===== src/rtl/mimo_pkg.sv =====
// mimo_pkg: shared state encoding and frame-layout constants for the MIMO load sequencer
package mimo_pkg;
  localparam int DATA_WIDTH = 13;
  localparam int N_WEIGHT = 32;
  localparam int N_PREAMBLE = 64;
  localparam int N_ANT = 3;
  localparam int H_PER_ANT = 3;
  // H words arrive as H0..H2 real parts (3 each), then H0..H2 imaginary parts
  localparam int N_H = 2 * N_ANT * H_PER_ANT;
  typedef enum logic [2:0] {
    IDLE     = 3'd0,
    LOAD_W   = 3'd1,
    LOAD_P   = 3'd2,
    LOAD_H   = 3'd3,
    RUN      = 3'd4,
    WAIT_OUT = 3'd5,
    DONE     = 3'd6
  } state_t;
  function automatic int max2(input int a, input int b);
    return a > b ? a : b;
  endfunction
endpackage


===== src/rtl/mimo_out_watchdog.sv =====
// mimo_out_watchdog: counts receiver output beats, times out idle waits, holds the sticky error
module mimo_out_watchdog #(
  parameter int OUT_COUNT = 128,
  parameter int TIMEOUT = 4096
) (
  input  logic clk,
  input  logic rst_n,
  input  logic i_clr,
  input  logic i_start,
  input  logic i_en,
  input  logic i_wait,
  input  logic i_out_valid,
  output logic o_reached,
  output logic o_timeout,
  output logic o_error
);
  localparam int OW = $clog2(OUT_COUNT + 1);
  localparam int TW = $clog2(TIMEOUT + 1);
  logic [OW-1:0] r_out_cnt;
  logic [TW-1:0] r_to_cnt;
  logic r_error;
  assign o_reached = r_out_cnt == OW'(OUT_COUNT);
  assign o_timeout = r_to_cnt == TW'(TIMEOUT);
  assign o_error = r_error;
  always_ff @(posedge clk or negedge rst_n) begin
    if (!rst_n) begin
      r_out_cnt <= '0;
      r_to_cnt <= '0;
      r_error <= 1'b0;
    end else begin
      r_out_cnt <= i_clr ? '0 : (i_en && i_out_valid && !o_reached) ? r_out_cnt + 1'b1 : r_out_cnt;
      r_to_cnt <= (i_clr || !i_wait || i_out_valid) ? '0 : o_timeout ? r_to_cnt : r_to_cnt + 1'b1;
      r_error <= i_start ? 1'b0 : (i_wait && o_timeout && !o_reached) ? 1'b1 : r_error;
    end
  end
endmodule


===== src/rtl/mimo_load_sequencer.sv =====
// mimo_load_sequencer: plays one upstream stream into the MIMO receiver as weights, preamble, H, payload
module mimo_load_sequencer
  import mimo_pkg::*;
#(
  parameter int DATA_LEN = 500,
  parameter int OUT_COUNT = 128,
  parameter int TIMEOUT = 4096
) (
  input  logic                  clk,
  input  logic                  rst_n,
  input  logic                  start,
  input  logic                  abort,
  input  logic                  s_valid,
  output logic                  s_ready,
  input  logic [DATA_WIDTH-1:0] s0_real,
  input  logic [DATA_WIDTH-1:0] s0_imag,
  input  logic [DATA_WIDTH-1:0] s1_real,
  input  logic [DATA_WIDTH-1:0] s1_imag,
  input  logic [DATA_WIDTH-1:0] s2_real,
  input  logic [DATA_WIDTH-1:0] s2_imag,
  output logic                  weight_valid,
  output logic                  preamble_valid,
  output logic                  H_valid,
  output logic                  input_valid,
  output logic [4:0]            weight_addr,
  output logic [DATA_WIDTH-1:0] signal0_real,
  output logic [DATA_WIDTH-1:0] signal0_imag,
  output logic [DATA_WIDTH-1:0] signal1_real,
  output logic [DATA_WIDTH-1:0] signal1_imag,
  output logic [DATA_WIDTH-1:0] signal2_real,
  output logic [DATA_WIDTH-1:0] signal2_imag,
  input  logic                  rx_output_valid,
  output logic                  busy,
  output logic                  done,
  output logic                  error,
  output logic [2:0]            phase
);
  localparam int BW = $clog2(max2(max2(N_WEIGHT, N_PREAMBLE), max2(N_H, DATA_LEN)));
  state_t r_state, w_next;
  logic [BW-1:0] r_cnt, w_len_m1;
  logic w_acc, w_start, w_last, w_reached, w_timeout;
  assign s_ready = !abort && (r_state inside {LOAD_W, LOAD_P, LOAD_H, RUN});
  assign w_acc = s_valid && s_ready;
  assign w_start = start && !abort && r_state == IDLE;
  assign w_len_m1 = r_state == LOAD_W ? BW'(N_WEIGHT - 1) :
                    r_state == LOAD_P ? BW'(N_PREAMBLE - 1) :
                    r_state == LOAD_H ? BW'(N_H - 1) : BW'(DATA_LEN - 1);
  // terminal beat and phase change share one edge, so the next phase starts without a bubble
  assign w_last = w_acc && r_cnt == w_len_m1;
  assign busy = r_state != IDLE;
  assign done = r_state == DONE;
  assign phase = r_state;
  always_comb begin
    w_next = r_state;
    if (abort) w_next = IDLE;
    else case (r_state)
      IDLE:     w_next = start ? LOAD_W : IDLE;
      LOAD_W:   w_next = w_last ? LOAD_P : LOAD_W;
      LOAD_P:   w_next = w_last ? LOAD_H : LOAD_P;
      LOAD_H:   w_next = w_last ? RUN : LOAD_H;
      RUN:      w_next = w_last ? WAIT_OUT : RUN;
      WAIT_OUT: w_next = w_reached ? DONE : w_timeout ? IDLE : WAIT_OUT;
      default:  w_next = IDLE;
    endcase
  end
  always_ff @(posedge clk or negedge rst_n) begin
    if (!rst_n) begin
      r_state <= IDLE;
      r_cnt <= '0;
      weight_valid <= 1'b0;
      preamble_valid <= 1'b0;
      H_valid <= 1'b0;
      input_valid <= 1'b0;
      weight_addr <= '0;
      signal0_real <= '0;
      signal0_imag <= '0;
      signal1_real <= '0;
      signal1_imag <= '0;
      signal2_real <= '0;
      signal2_imag <= '0;
    end else begin
      r_state <= w_next;
      r_cnt <= (abort || w_start || w_last) ? '0 : w_acc ? r_cnt + 1'b1 : r_cnt;
      weight_valid <= w_acc && r_state == LOAD_W;
      preamble_valid <= w_acc && r_state == LOAD_P;
      H_valid <= w_acc && r_state == LOAD_H;
      input_valid <= w_acc && r_state == RUN;
      if (w_acc && r_state == LOAD_W) weight_addr <= r_cnt[4:0];
      if (w_acc) signal0_real <= s0_real;
      if (w_acc && r_state != LOAD_H) signal0_imag <= s0_imag;
      if (w_acc && r_state == RUN) begin
        signal1_real <= s1_real;
        signal1_imag <= s1_imag;
        signal2_real <= s2_real;
        signal2_imag <= s2_imag;
      end
    end
  end
  mimo_out_watchdog #(.OUT_COUNT(OUT_COUNT), .TIMEOUT(TIMEOUT)) u_wd (
    .clk(clk),
    .rst_n(rst_n),
    .i_clr(abort || w_start),
    .i_start(w_start),
    .i_en(r_state != IDLE),
    .i_wait(r_state == WAIT_OUT && !abort),
    .i_out_valid(rx_output_valid),
    .o_reached(w_reached),
    .o_timeout(w_timeout),
    .o_error(error)
  );
endmodule

===== config.mk =====
export PLATFORM = sky130hd
export DESIGN_NAME = mimo_load_sequencer
export DESIGN_NICKNAME = d
export VERILOG_FILES = /design/src/rtl/mimo_pkg.sv /design/src/rtl/mimo_out_watchdog.sv /design/src/rtl/mimo_load_sequencer.sv
export SDC_FILE = /design/constraint.sdc
export NUM_CORES = 1
export LEC_CHECK = 0
export ABC_AREA = 1
export CORE_MARGIN = 3
export CORE_UTILIZATION = 43
export CTS_BUF_LIST = sky130_fd_sc_hd__clkbuf_8
export DETAILED_ROUTE_END_ITERATION = 10
export GPL_TIMING_DRIVEN = 0
export PLACE_DENSITY_LB_ADDON = 0.15
export RECOVER_POWER = 25
export REMOVE_ABC_BUFFERS = 1
export SLEW_MARGIN = 20
export SYNTH_ARGS = -nofsm -noshare
export SYNTH_HDL_FRONTEND = slang
export SYNTH_SLANG_ARGS = --single-unit

===== constraint.sdc =====
create_clock -name clk -period 1.5 [get_ports clk]
set_input_delay 0.15 -clock clk [delete_from_list [all_inputs] [get_ports clk]]
set_output_delay 0.15 -clock clk [all_outputs]
set_load 0.01 [all_outputs]

==> impl_metrics.env <==
export IMPL_clock_latency_ns=0.44
export IMPL_hold_viol=0
export IMPL_start_util_pct=45.1
export IMPL_cp_max_fo=6
export IMPL_grt_pass1_vias=5142
export IMPL_cts_root_buf="clkbuf_8"
export IMPL_final_cell_mix="nand2_1 (176), dfrtp_1 (118), clkdlybuf4s50_1 (83), dlygate4sd2_1 (78), nand2_2 (69)"
export IMPL_grt_use_total_pct=24.7
export IMPL_synth_top_area_cell="dfrtp_1"
export IMPL_syn_area_per_cell_um2=8.79
export IMPL_antenna_left=0
export IMPL_crit_path_cell_trace="inv_2 > nand2_4 > nand2_4 > nand2_4 > nand3_4 > buf_6 > nor2_4 > buf_6 > nand3b_1 > nand2_1 > nor2_1 > nor2_1"
export IMPL_violations="setup timing"
export IMPL_dr_first_iter_drc_count=310
export IMPL_dp_hpwl_mm=9.53
export IMPL_finClkSkew_ns=0.00935
export IMPL_crit_top_cell="nand2_4"
export IMPL_report_final_setup_viol=120
export IMPL_antenna_found_initial=0
export IMPL_ys_ff_latch=121
export IMPL_synth_area_top_cells="dfrtp_1 (57%), nand2_1 (19%), mux2_4 (2.8%)"
export IMPL_grt_pass1_wl_mm=25.5
export IMPL_fillers=770
export IMPL_period_share_pct=120
export IMPL_area_delta_synth_final_pct=70.8
export IMPL_fin_area_mm2=0.00902
export IMPL_startpoint_type="flip-flop"
export IMPL_critPathMaxStageDelay_ns=0.44
export IMPL_postPlaceCellArea_mm2=0.00717
export IMPL_num_nets_final=955
export IMPL_clock_path_buffers=2
export IMPL_max_cap_viol_count=0
export IMPL_ys_types=34
export IMPL_rows=39
export IMPL_yosysWarnings=0
export IMPL_p_leak_uw=0.00481
export IMPL_drt_wl_total_mm=17.8
export IMPL_dr_pass1_iters=4
export IMPL_outcome="finished with violations"
export IMPL_arrival_ns=2.16
export IMPL_grt_max_degree=64
export IMPL_criticalPathCategory="reg2reg"
export IMPL_route_vias_total=5213
export IMPL_path_buf_inv=3
export IMPL_drt_met1_wl_mm=6.55
export IMPL_critPathSlowestCell="dfrtp_2"
export IMPL_synth_top_area_share_pct=57.3
export IMPL_drc=0
export IMPL_routed_via_density=5.11
export IMPL_die_w_um=117
export IMPL_max_slew_margin_rel_pct=43.9
export IMPL_slew_violations=0
export IMPL_cts_clk_slew_worst_paths_ns=0.07
export IMPL_worst_pin_slew_ns=0.841
export IMPL_vdd_drop_max_v=0.000754
export IMPL_port_buffers=177
export IMPL_top_layer="met4"
export IMPL_synth_area_mm2=0.00529
export IMPL_grt_ovfl_total=0
export IMPL_route_detailed_wl_per_inst_um=17.4
export IMPL_n_antenna_cell=0
export IMPL_end_kind="flip-flop"
export IMPL_wl_met3_mm=1.33
export IMPL_layout_drive_gt1_share_pct=30.6
export IMPL_finalCriticalPeriod_ns=1.80
export IMPL_clkSinkCount=121
export IMPL_ios=178
export IMPL_rsz0062_at_grt="true"
export IMPL_synth_seq_area_share_pct=57.3
export IMPL_netlist_instances=601
export IMPL_cts_buffers=17
export IMPL_p_per_area_mw_per_mm2=853
export IMPL_max_freq_ghz=0.555
export IMPL_hold_path_class="in2reg"
export IMPL_required_ns=1.86
export IMPL_globalplace_congestion=0.791
export IMPL_final_common_cell="nand2_1"
export IMPL_finalSetupTns_ns=-20.39
export IMPL_die_h_um=117
export IMPL_route_met2_wl_mm=9.40
export IMPL_core_mm2=0.0117
export IMPL_cpLargestDelayFamily="simple AND/OR/NAND/NOR gates"
export IMPL_die_area_mm2=0.0137
export IMPL_ctsHtreeMaxLevel=4
export IMPL_place_ws_ns=-1.97
export IMPL_fin_ws_ns=-0.301
export IMPL_cts_tree="yes"
[layer usage]
metal | track usage [%] | vias up
met2 | 42.6 | 205
met4 | 10.5 | 0
met1 | 27.2 | 2523
met3 | 9.46 | 46
li1 | - | 2439
met5 | 0 | -
[what timing repair did]
item	CTS	global route
endpoints found under the setup margin	202	137
resized for setup	207	127
pin swaps	26	28
setup buffers	37	26
gates cloned	16	4
hold buffers	1	0
hold endpoints to repair	58	0
[state kept, by name, indices dropped and copies added (netlist names), 3 cells and up]
register and count:
signal0_imag 13, signal1_real 13, signal2_real 13, r_cnt 9, weight_addr 5, u_wd.r_out_cnt 8, signal2_imag 13, signal1_imag 13
signal0_real 13, u_wd.r_to_cnt 13, phase 3
[cells in the mapped netlist]
library cell	number
or2_2	1
nor2_2	5
nor3_1	8
o21ai_0	14
nand3b_1	2
nor2_1	39
clkbuf_1	5
nand2_4	1
nand3_4	1
nor3b_1	1
o31ai_1	1
nand2_1	261
nor4_1	1
nand3_1	24
nand2_2	2
dfrtp_1	121
inv_1	38
mux2_4	10
xnor2_1	1
o21bai_1	1
inv_4	1
buf_6	1
o22a_1	1
o21a_1	3
and3_1	1
a31oi_1	2
mux2_2	5
buf_4	7
a21oi_1	18
ha_1	5
buf_2	3
nand4_1	8
inv_2	3
xor2_1	6
[cells by family (layout without fill, tap and decap cells)]
kind of cell    after synthesis  after routing  synth area share, %
mux                          15             15                 3.91
simple gates                355            366                 27.4
xor+xnor                      7              7                 1.16
fa+ha+maj                     5              5                 1.18
compound gates               40             40                 4.14
buf+inv                      58            323                 4.88
flops                       121            121                 57.3
[final timing paths]
kind                                       from                 to  slack, ns  cells after the start
worst min-delay path                 s2_real[2]    signal2_real[2]       0.24                      3
min in group asynchronous                 rst_n  u_wd.r_out_cnt[4]       0.38                      2
worst max register to register         phase[0]           phase[1]      -0.30                     12
worst min register to register  signal1_real[6]    signal1_real[6]       0.47                      2
worst max-delay path                   phase[0]           phase[1]      -0.30                     12
max in group asynchronous                 rst_n    signal1_imag[1]       0.33                      3
[worst reg2reg max path, cell delays in order (launching register included)]
cell and delay, ns:
dfrtp_2 0.44, inv_2 0.08, nand2_4 0.10, nand2_4 0.07, nand2_4 0.09, nand3_4 0.17
buf_6 0.19, nor2_4 0.12, buf_6 0.12, nand3b_1 0.09, nand2_1 0.09, nor2_1 0.05
nor2_1 0.11
[power breakdown]
group | switching, µW | internal [µW]
Combinational | 625 | 756
Clock | 1210 | 1470
Sequential | 132 | 3500
Total | 1960 | 5730
[per-stage QoR]
stage	total power [µW]	hold WS (ns)	instances	utilization (%)
after floorplan	4120	-0.146	585	-
after global placement	4960	0.461	905	61.0
after detailed placement	4990	0.162	906	61.2
after CTS	7660	0.211	990	70.8
after global routing	8040	0.213	1020	77.1
final	7690	0.242	1020	77.1
[cell type report]
cell class | count | area [µm²] | area share, %
Clock buffer | 22 | 303 | 3.36
Clock inverter | 8 | 57.6 | 0.638
Inverter | 42 | 208 | 2.30
Multi-Input combinational cell | 433 | 2740 | 30.3
Sequential cell | 121 | 3030 | 33.6
Tap cell | 143 | 179 | 1.98
Timing Repair Buffer | 242 | 2380 | 26.4
Timing Repair inverter | 9 | 125 | 1.39
(Power assumes the default switching activity.)
